## config.mk

```make
export PLATFORM = sky130hd
export DESIGN_NAME = dmem_run_ctrl_flat
export DESIGN_NICKNAME = d
export VERILOG_FILES = /design/src/rtl/dmem_run_ctrl_if.sv /design/src/rtl/dmem_run_ctrl.sv /design/src/flat_wrapper.sv
export SDC_FILE = /design/constraint.sdc
export NUM_CORES = 1
export LEC_CHECK = 0
export CAP_MARGIN = 20
export CORE_MARGIN = 2
export CORE_UTILIZATION = 42
export CTS_BUF_LIST = sky130_fd_sc_hd__clkbuf_8
export CTS_CLUSTER_SIZE = 25
export DETAILED_ROUTE_END_ITERATION = 10
export GPL_ROUTABILITY_DRIVEN = 0
export PLACE_DENSITY = 0.88
export SYNTH_ARGS = -nofsm -noshare
export SYNTH_HDL_FRONTEND = slang
export SYNTH_SLANG_ARGS = --single-unit
```

## constraint.sdc

```tcl
create_clock -name clk -period 4.9 [get_ports clk]
set_input_delay 0.49 -clock clk [delete_from_list [all_inputs] [get_ports clk]]
set_output_delay 0.49 -clock clk [all_outputs]
set_load 0.05 [all_outputs]
```

## src/rtl/dmem_run_ctrl_if.sv

```systemverilog
// Host-side bus of the run controller: run start, memory request/grant and the
// registered read-data return.
interface dmem_run_ctrl_if #(
    parameter int ADDR_W = 8,
    parameter int DATA_W = 8
);
    logic              host_go;
    logic              host_req;
    logic              host_we;
    logic [ADDR_W-1:0] host_addr;
    logic [DATA_W-1:0] host_wdata;
    logic              host_gnt;
    logic [DATA_W-1:0] host_rdata;
    logic              host_rvalid;

    modport master (
        output host_go, host_req, host_we, host_addr, host_wdata,
        input  host_gnt, host_rdata, host_rvalid
    );

    modport slave (
        input  host_go, host_req, host_we, host_addr, host_wdata,
        output host_gnt, host_rdata, host_rvalid
    );
endinterface

```

## src/rtl/dmem_run_ctrl.sv

```systemverilog
// Run controller for the 8-bit core: sequences host preload, core execution and
// completion/timeout, and arbitrates the single data-memory port between host and core.
module dmem_run_ctrl #(
    parameter int          ADDR_W      = 8,
    parameter int          DATA_W      = 8,
    parameter logic [7:0]  DONE_PC     = 8'hFF,
    parameter int          TIMEOUT_CYC = 4096,
    parameter int          CNT_W       = 16
) (
    input  logic              clk,
    input  logic              rst,
    dmem_run_ctrl_if.slave    host,
    input  logic [7:0]        core_pc,
    input  logic              core_mem_we,
    input  logic [ADDR_W-1:0] core_addr,
    input  logic [DATA_W-1:0] core_wdata,
    output logic [DATA_W-1:0] core_rdata,
    output logic              core_run,
    output logic              mem_we,
    output logic [ADDR_W-1:0] mem_addr,
    output logic [DATA_W-1:0] mem_wdata,
    input  logic [DATA_W-1:0] mem_rdata,
    output logic              busy,
    output logic              done,
    output logic              timeout,
    output logic [CNT_W-1:0]  cycle_count
);

    typedef enum logic [1:0] {IDLE, RUN, DONE, TOUT} state_t;

    localparam logic [CNT_W-1:0] TIMEOUT_LAST = CNT_W'(TIMEOUT_CYC - 1);

    state_t           state;
    logic             host_side;
    logic             host_read;
    logic [CNT_W-1:0] cnt_inc;

    // The host owns the memory port whenever the core is not running.
    always_comb begin
        host_side = (state != RUN);
        host_read = host_side && host.host_req && !host.host_we;
        cnt_inc   = (cycle_count == '1) ? cycle_count : cycle_count + CNT_W'(1);
        if (host_side) begin
            mem_we    = host.host_we & host.host_req;
            mem_addr  = host.host_addr;
            mem_wdata = host.host_wdata;
        end else begin
            mem_we    = core_mem_we;
            mem_addr  = core_addr;
            mem_wdata = core_wdata;
        end
    end

    assign host.host_gnt = host_side & host.host_req;
    assign core_rdata    = mem_rdata;

    always_ff @(posedge clk or negedge rst) begin
        if (!rst) begin
            state            <= IDLE;
            core_run         <= 1'b0;
            busy             <= 1'b0;
            done             <= 1'b0;
            timeout          <= 1'b0;
            cycle_count      <= '0;
            host.host_rdata  <= '0;
            host.host_rvalid <= 1'b0;
        end else begin
            host.host_rvalid <= host_read;
            if (host_read) begin
                host.host_rdata <= mem_rdata;
            end
            case (state)
                RUN: begin
                    // The completing cycle is still counted; completion beats timeout.
                    cycle_count <= cnt_inc;
                    if (core_pc == DONE_PC) begin
                        state    <= DONE;
                        done     <= 1'b1;
                        core_run <= 1'b0;
                        busy     <= 1'b0;
                    end else if (cycle_count == TIMEOUT_LAST) begin
                        state    <= TOUT;
                        timeout  <= 1'b1;
                        core_run <= 1'b0;
                        busy     <= 1'b0;
                    end
                end
                default: begin
                    if (host.host_go) begin
                        state       <= RUN;
                        done        <= 1'b0;
                        timeout     <= 1'b0;
                        cycle_count <= '0;
                        core_run    <= 1'b1;
                        busy        <= 1'b1;
                    end
                end
            endcase
        end
    end

endmodule
```

## src/flat_wrapper.sv

```systemverilog
// flat-port wrapper written by rule: the top's interface ports become plain ports
module dmem_run_ctrl_flat 
#(
    parameter int          ADDR_W      = 8,
    parameter int          DATA_W      = 8,
    parameter logic [7:0]  DONE_PC     = 8'hFF,
    parameter int          TIMEOUT_CYC = 4096,
    parameter int          CNT_W       = 16
)
  (clk, rst, core_pc, core_mem_we, core_addr, core_wdata, core_rdata, core_run, mem_we, mem_addr, mem_wdata, mem_rdata, busy, done, timeout, cycle_count, host_host_go, host_host_req, host_host_we, host_host_addr, host_host_wdata, host_host_gnt, host_host_rdata, host_host_rvalid);
  dmem_run_ctrl_if #(.ADDR_W(ADDR_W), .DATA_W(DATA_W)) host_i ();
  input  logic clk;
  input  logic rst;
  input  logic [7:0] core_pc;
  input  logic core_mem_we;
  input  logic [ADDR_W-1:0] core_addr;
  input  logic [DATA_W-1:0] core_wdata;
  output logic [DATA_W-1:0] core_rdata;
  output logic core_run;
  output logic mem_we;
  output logic [ADDR_W-1:0] mem_addr;
  output logic [DATA_W-1:0] mem_wdata;
  input  logic [DATA_W-1:0] mem_rdata;
  output logic busy;
  output logic done;
  output logic timeout;
  output logic [CNT_W-1:0] cycle_count;
  input wire logic [$bits(host_i.host_go)-1:0] host_host_go;
  input wire logic [$bits(host_i.host_req)-1:0] host_host_req;
  input wire logic [$bits(host_i.host_we)-1:0] host_host_we;
  input wire logic [$bits(host_i.host_addr)-1:0] host_host_addr;
  input wire logic [$bits(host_i.host_wdata)-1:0] host_host_wdata;
  output wire logic [$bits(host_i.host_gnt)-1:0] host_host_gnt;
  output wire logic [$bits(host_i.host_rdata)-1:0] host_host_rdata;
  output wire logic [$bits(host_i.host_rvalid)-1:0] host_host_rvalid;
  assign host_i.host_go = host_host_go;
  assign host_i.host_req = host_host_req;
  assign host_i.host_we = host_host_we;
  assign host_i.host_addr = host_host_addr;
  assign host_i.host_wdata = host_host_wdata;
  assign host_host_gnt = host_i.host_gnt;
  assign host_host_rdata = host_i.host_rdata;
  assign host_host_rvalid = host_i.host_rvalid;
  dmem_run_ctrl #(.ADDR_W(ADDR_W), .DATA_W(DATA_W), .DONE_PC(DONE_PC), .TIMEOUT_CYC(TIMEOUT_CYC), .CNT_W(CNT_W)) u_core (.clk(clk), .rst(rst), .host(host_i), .core_pc(core_pc), .core_mem_we(core_mem_we), .core_addr(core_addr), .core_wdata(core_wdata), .core_rdata(core_rdata), .core_run(core_run), .mem_we(mem_we), .mem_addr(mem_addr), .mem_wdata(mem_wdata), .mem_rdata(mem_rdata), .busy(busy), .done(done), .timeout(timeout), .cycle_count(cycle_count));
endmodule
```

==> results.cfg, run 1 <==
[status]
status = completed

[sta]
hold_violations = 0
final-setup-viol-count = 0
slew_headroom_pct = 54.4
finalCritPeriodShare_pct = 60.3
finalClockSkew_ns = 0.00345
slew_violations = 0
rsz0062_at_grt = no
period_needed_ns = 2.95
finalSetupTns_ns = 0
worstMarginPinSlew_ns = 0.682
max_freq_mhz = 339

[routing]
route.detailed.drc = 0
drt-initial-drc-count = 82
drtAntennaViolNets = 0
drtPass1Iterations = 4
drt-total-wl_mm = 5.10
wl_per_cell_um = 14.0
dr_total_vias = 2010
avgViaCountPerCell = 5.51

[worst_setup_path]
r2r_start = u_core.state[1]$_DFFE_PN0P_
critical_path_class = reg -> out
worstRegToRegCells = 4
cpMaxStageDelayCell = clkdlybuf4s50_1
r2r-end = u_core.host.host_rdata[6]$_DFFE_PN0P_
worst_ep_required_time_ns = 4.41
crit_fanout = 23
max_stage_delay_ns = 0.81
cp.arrival_ns = 2.46
reg2reg_slack_ns = 2.73
start_kind = register
cp_top_family = buffers and inverters
crit_buf_inv = 2
crit_top_cell = nand2_1
crit_path_cell_trace = nor2b_2 > buf_4 > nand2_1 > nand2_1 > clkdlybuf4s50_1
cp-end-kind = output pin

[synth]
synthesis.instances = 215
ys_ff_latch = 30
yosys_most_used_dff = dfrtp_1
synthDistinctLibCells = 41
avgSynthCellArea_sq_um = 8.51
synth_xor_area_share_pct = 0
seq_area_frac_synth_pct = 41.0
synth_top_family_by_area = simple AND/OR/NAND/NOR gates
muxShareOfSynthArea_pct = 7.11
ys_warn_count = 0
synth_area_sq_um = 1830
synth_edf_count = 0
synth-compound-area-share_pct = 9.71
synth_nets = 270
synth-simple-area-share_pct = 34.1
async_flop_share_pct = 100
synth_fa_ha_area_share_pct = 0.684

[power_and_ir_drop]
switching_share_pct = 46.1
p_sw_uw = 538
p_int_uw = 629
p_leak_nw = 1.26
p_clk_share_pct = 17.0
ir_worst_vdd_v = 0.000341
combPwrFrac_pct = 49.2
power.share.sequential_pct = 33.8
powerDensity_nw_per_um2 = 393

[die]
fp.dieArea_sq_um = 4900
core_sq_um = 4090
die_h_um = 70.0
num_rows = 23
io_pins = 109
initial_utilization_pct = 44.8
die_w_um = 70.0

[cells_and_area]
drive_above_1_share_pct = 8.57
diodes = 0
multi_input_comb_area_sq_um = 947
final_cell_mix = clkdlybuf4s50_1 (108), nand2_1 (61), dfrtp_1 (30), nor2_1 (10)
final_common_cell = clkdlybuf4s50_1
areaGrowthSynthToFinish_pct = 62.2
fin_nets = 369
regArea_sq_um = 751
final_util_pct = 72.6
fillers = 304

[clocking]
cts_tree = yes
post_cts_buffers = 0
root_buffer = clkbuf_8
clock_latency_ns = 0.28
ctsResizeCount = 0
cts_hold_buf = 0
h-tree-depth = 2
cts.sinks = 30
clk_path_buf_depth = 2
cts_buffers = 5
clk_pin_slew_ns = 0.06

[global_route]
antenna_found_initial = 0
grt_max_degree = 31
overflow = 0
first_global_vias = 1885
grt_pass1_wl_mm = 8.43
grt_usage_pct = 20.8

[min_path]
min-delay-start = u_core.timeout$_DFFE_PN0P_
holdPathStages = 2
min_delay_worst_endpoint = u_core.timeout$_DFFE_PN0P_
hold_class = reg -> reg

[flow_run]
max_cap_violations = 0

[place]
dp_hpwl_mm = 3.86
port_buffers = 108
[state kept, by name (all words and copies together), names as in the netlist]
signal,count
u_core.core_run,1
u_core.host.host_rdata,8
u_core.timeout,1
u_core.host.host_rvalid,1
u_core.done,1
u_core.state,2
u_core.cycle_count,16
[through the flow]
stage | power, mW | setup slack, ns | area [sq um] | instances | hold WS, ns
finish | 1.17 | 1.95 | 2970 | 365 | 0.502
global route | 1.22 | 1.83 | 2970 | 365 | 0.526
CTS | 1.18 | 1.95 | 2970 | 365 | 0.500
detailed placement | 0.972 | 2.26 | 2880 | 357 | 0.469
global placement | 0.964 | 2.28 | 2880 | 357 | 0.467
floorplan | 0.747 | 2.78 | 1830 | 215 | 0.194
[kinds of logic after synthesis]
| group | Yosys count |
|---|---|
| muxes | 12 |
| and+or+nand+nor | 123 |
| DFF | 30 |
| AOI/OAI and AO/OA | 27 |
| buffers and inverters | 22 |
| adders and majority gates | 1 |
[layout make-up]
| cell class | count | share of cell area, % |
|---|---|---|
| sequential | 30 | 25.3 |
| timing repair buffer | 111 | 37.2 |
| inverter | 3 | 0.380 |
| tap | 50 | 2.11 |
| multi-input combinational | 163 | 31.9 |
| clock inverter | 2 | 0.295 |
| clock buffer | 6 | 2.78 |
[power groups by stage]
stage	logic, mW	clock network [mW]	registers, mW
finish	0.574	0.198	0.395
floorplan	0.168	0	0.579
CTS	0.577	0.205	0.393
global route	0.604	0.215	0.404
global placement	0.569	0	0.395
detailed placement	0.575	0	0.397
[tightest hold or removal path: stages, from the launching register on]
cell     delay, ns
dfrtp_1       0.35
nand2_1       0.06
o41ai_1       0.06
[how the worst max path moves through the flow]
| stage | slack [ns] | cells past startpoint | to | from |
|---|---|---|---|---|
| 6_report | 1.95 | 5 | mem_wdata[5] | u_core.state[0]$_DFFE_PN0P_ |
| 5_1_grt | 1.83 | 5 | mem_addr[6] | u_core.state[1]$_DFFE_PN0P_ |
| 4_1_cts | 1.95 | 5 | mem_wdata[5] | u_core.state[0]$_DFFE_PN0P_ |
| 3_5_place_dp | 2.26 | 5 | mem_wdata[5] | u_core.state[0]$_DFFE_PN0P_ |
| 3_3_place_gp | 2.28 | 5 | mem_wdata[6] | u_core.state[0]$_DFFE_PN0P_ |
| 2_1_floorplan | 2.78 | 6 | u_core.cycle_count[10]$_DFFE_PN0P_ | u_core.cycle_count[0]$_DFFE_PN0P_ |
[metal layers]
metal  vias up  global-route usage [%]  part of all wire (%)
met1       942                    25.8                    41
met4         0                    6.84                   1.4
met3         8                    5.77                   7.9
met2       104                    35.0                    49
li1        956                       -                     -
met5         -                       0                     0
[cell usage after synthesis (all sizes together) (3+ instances only)]
library cell | count | area (sq um)
nand2 | 61 | 229
dfrtp | 30 | 751
buf | 13 | 100
nand3 | 10 | 55.1
nor2 | 10 | 37.5
a21oi | 9 | 45.0
mux2 | 8 | 90.1
nand4 | 8 | 65.1
nor3 | 8 | 40.0
clkbuf | 6 | 22.5
or4 | 5 | 41.3
and3 | 4 | 25.0
mux2i | 4 | 40.0
nor4 | 4 | 31.3
a31oi | 3 | 18.8
inv | 3 | 11.3
o31ai | 3 | 22.5
(Power assumes the default switching activity.)
==> inputs of run 2 (changes only) <==
--- a/config.mk
+++ b/config.mk
@@ -7,12 +7,12 @@
 export LEC_CHECK = 0
 export CAP_MARGIN = 20
 export CORE_MARGIN = 2
-export CORE_UTILIZATION = 42
+export CORE_UTILIZATION = 35
 export CTS_BUF_LIST = sky130_fd_sc_hd__clkbuf_8
 export CTS_CLUSTER_SIZE = 25
 export DETAILED_ROUTE_END_ITERATION = 10
 export GPL_ROUTABILITY_DRIVEN = 0
-export PLACE_DENSITY = 0.88
+export PLACE_DENSITY = 0.78
 export SYNTH_ARGS = -nofsm -noshare
 export SYNTH_HDL_FRONTEND = slang
 export SYNTH_SLANG_ARGS = --single-unit
==> constraint.sdc (replaced) <==
create_clock -name clk -period 2.6 [get_ports clk]
set_input_delay 0.26 -clock clk [delete_from_list [all_inputs] [get_ports clk]]
set_output_delay 0.26 -clock clk [all_outputs]
set_load 0.05 [all_outputs]
==> run 2 against run 1 <==
Against the previous run:
- final cell count rose by 6.0%
- total power rose by 88%
- flip-flop and latch count did not move
- sequential share of layout area fell by 0.17 points
- design area rose by 0.67%
- combinational power rose by 88%
- register-to-register slack got worse by 2.0 ns
- die area rose by 19%
- sequential power rose by 88%
- via count fell by 1.7%
- core utilization fell by 14 points
- first-iteration DRC count rose by 62%
- critical endpoint is now mem_we
==> results.cfg, run 2 (synthesis gave the netlist of run 1 again) <==
[status]
status = completed

[cells_and_area]
top_regs = u_core.cycle_count (16), u_core.host.host_rdata (8), u_core.state (2)
largest_reg_flops = 16
final_cell_mix = clkdlybuf4s50_1 (90), nand2_1 (61), dfrtp_1 (30), buf_4 (21), nor2_1 (10)
drive_above_1_share_pct = 14.8
final_util_pct = 58.9
fillers = 463
areaGrowthSynthToFinish_pct = 63.3
largest_register = u_core.cycle_count
final_common_cell = clkdlybuf4s50_1
post-route-cell-area_sq_um = 2990
final_cell_count_no_fill = 387
fin_nets = 371
diodes = 0

[clocking]
root_buffer = clkbuf_8
cts_buffers = 5
clock_latency_ns = 0.28
h-tree-depth = 2
clk_path_buf_depth = 2
cts_tree = yes
post_cts_buffers = 0
ctsResizeCount = 0
cts.sinks = 30
clk_pin_slew_ns = 0.06
cts_hold_buf = 0

[flow_run]
max_cap_violations = 0

[sta]
finalSetupTns_ns = 0
period_needed_ns = 2.02
max_freq_mhz = 495
finalCritPeriodShare_pct = 77.8
slew_headroom_pct = 57.2
worstMarginPinSlew_ns = 0.637
finalClockSkew_ns = 0.00451
final-setup-viol-count = 0
hold_violations = 0
rsz0062_at_grt = no
slew_violations = 0

[routing]
route.detailed.drc = 0
dr_total_vias = 1976
wl_per_cell_um = 13.4
avgViaCountPerCell = 5.11
drt-total-wl_mm = 5.20
drt-initial-drc-count = 133
drtPass1Iterations = 4
drtAntennaViolNets = 0

[die]
core_sq_um = 5070
fp.dieArea_sq_um = 5820
initial_utilization_pct = 36.0
io_pins = 109
die_w_um = 76.3
num_rows = 26
die_h_um = 76.3

[worst_setup_path]
start_kind = register
worst_ep_required_time_ns = 2.34
critical_path_class = reg -> out
cp-end-kind = output pin
crit_fanout = 15
cp.arrival_ns = 1.76

[global_route]
overflow = 0
grt_usage_pct = 18.4
first_global_vias = 1875
grt_max_degree = 31
grt_pass1_wl_mm = 8.71
antenna_found_initial = 0

[place]
dpl_cell_area_sq_um = 2900
port_buffers = 108
dpl.cell_count = 379
dp_hpwl_mm = 4.04

[power_and_ir_drop]
powerDensity_nw_per_um2 = 736
p_leak_nw = 1.30
ir_worst_vdd_v = 0.000472

[min_path]
hold_class = in -> async
[run 2: changes by cell type in the layout (fill, tap and decap cells not counted), sizes merged]
cell	before	now
buf	3	23
clkdlybuf4s50	108	90
[run 2: worst paths after layout]
kind	startpoint	endpoint	slack (ns)	cells past startpoint
min	rst	u_core.cycle_count[2]$_DFFE_PN0P_	0.37	2
min in group clk	u_core.timeout$_DFFE_PN0P_	u_core.timeout$_DFFE_PN0P_	0.49	2
max reg2reg	u_core.cycle_count[3]$_DFFE_PN0P_	u_core.cycle_count[8]$_DFFE_PN0P_	0.74	4
min reg2reg	u_core.timeout$_DFFE_PN0P_	u_core.timeout$_DFFE_PN0P_	0.49	2
max	u_core.state[1]$_DFFE_PN0P_	mem_we	0.58	5
max in group asynchronous	rst	u_core.core_run$_DFFE_PN0P_	1.95	2
[run 2: worst max-delay path, stage by stage, from the launching register on]
cell and delay, ns:
dfrtp_1 0.41, nand2b_1 0.42, buf_4 0.29, nand3_1 0.09, nand2_1 0.11, buf_12 0.14
[run 2: area by class of cell]
cell class | count | area [sq um] | share of cell area [%]
Sequential cell | 30 | 751 | 25.1
Tap cell | 70 | 87.6 | 2.93
Multi-Input combinational cell | 163 | 947 | 31.7
Inverter | 3 | 11.3 | 0.377
Clock inverter | 2 | 8.76 | 0.293
Timing Repair Buffer | 113 | 1100 | 36.8
Clock buffer | 6 | 82.6 | 2.76
[run 2: power breakdown]
part | internal [mW] | switching (mW) | total [mW]
Sequential | 0.574 | 0.170 | 0.744
Combinational | 0.400 | 0.682 | 1.08
Clock | 0.209 | 0.164 | 0.373
[run 2: through the flow]
step	worst slack, ns	hold WS, ns	total power [mW]
detailed placement	0.760	0.469	1.83
floorplan	0.484	-0.0356	1.41
finish	0.578	0.374	2.20
CTS	0.553	0.384	2.21
global placement	0.800	0.471	1.81
global route	0.425	0.408	2.32
[run 2: metal layers]
| metal | vias to the layer above | part of all wire (%) | global-route usage [%] |
|---|---|---|---|
| li1 | 966 | - | - |
| met1 | 911 | 41 | 21.8 |
| met3 | 6 | 7.6 | 5.92 |
| met2 | 93 | 50 | 30.9 |
| met5 | - | 0 | 0 |
| met4 | 0 | 1.5 | 7.27 |
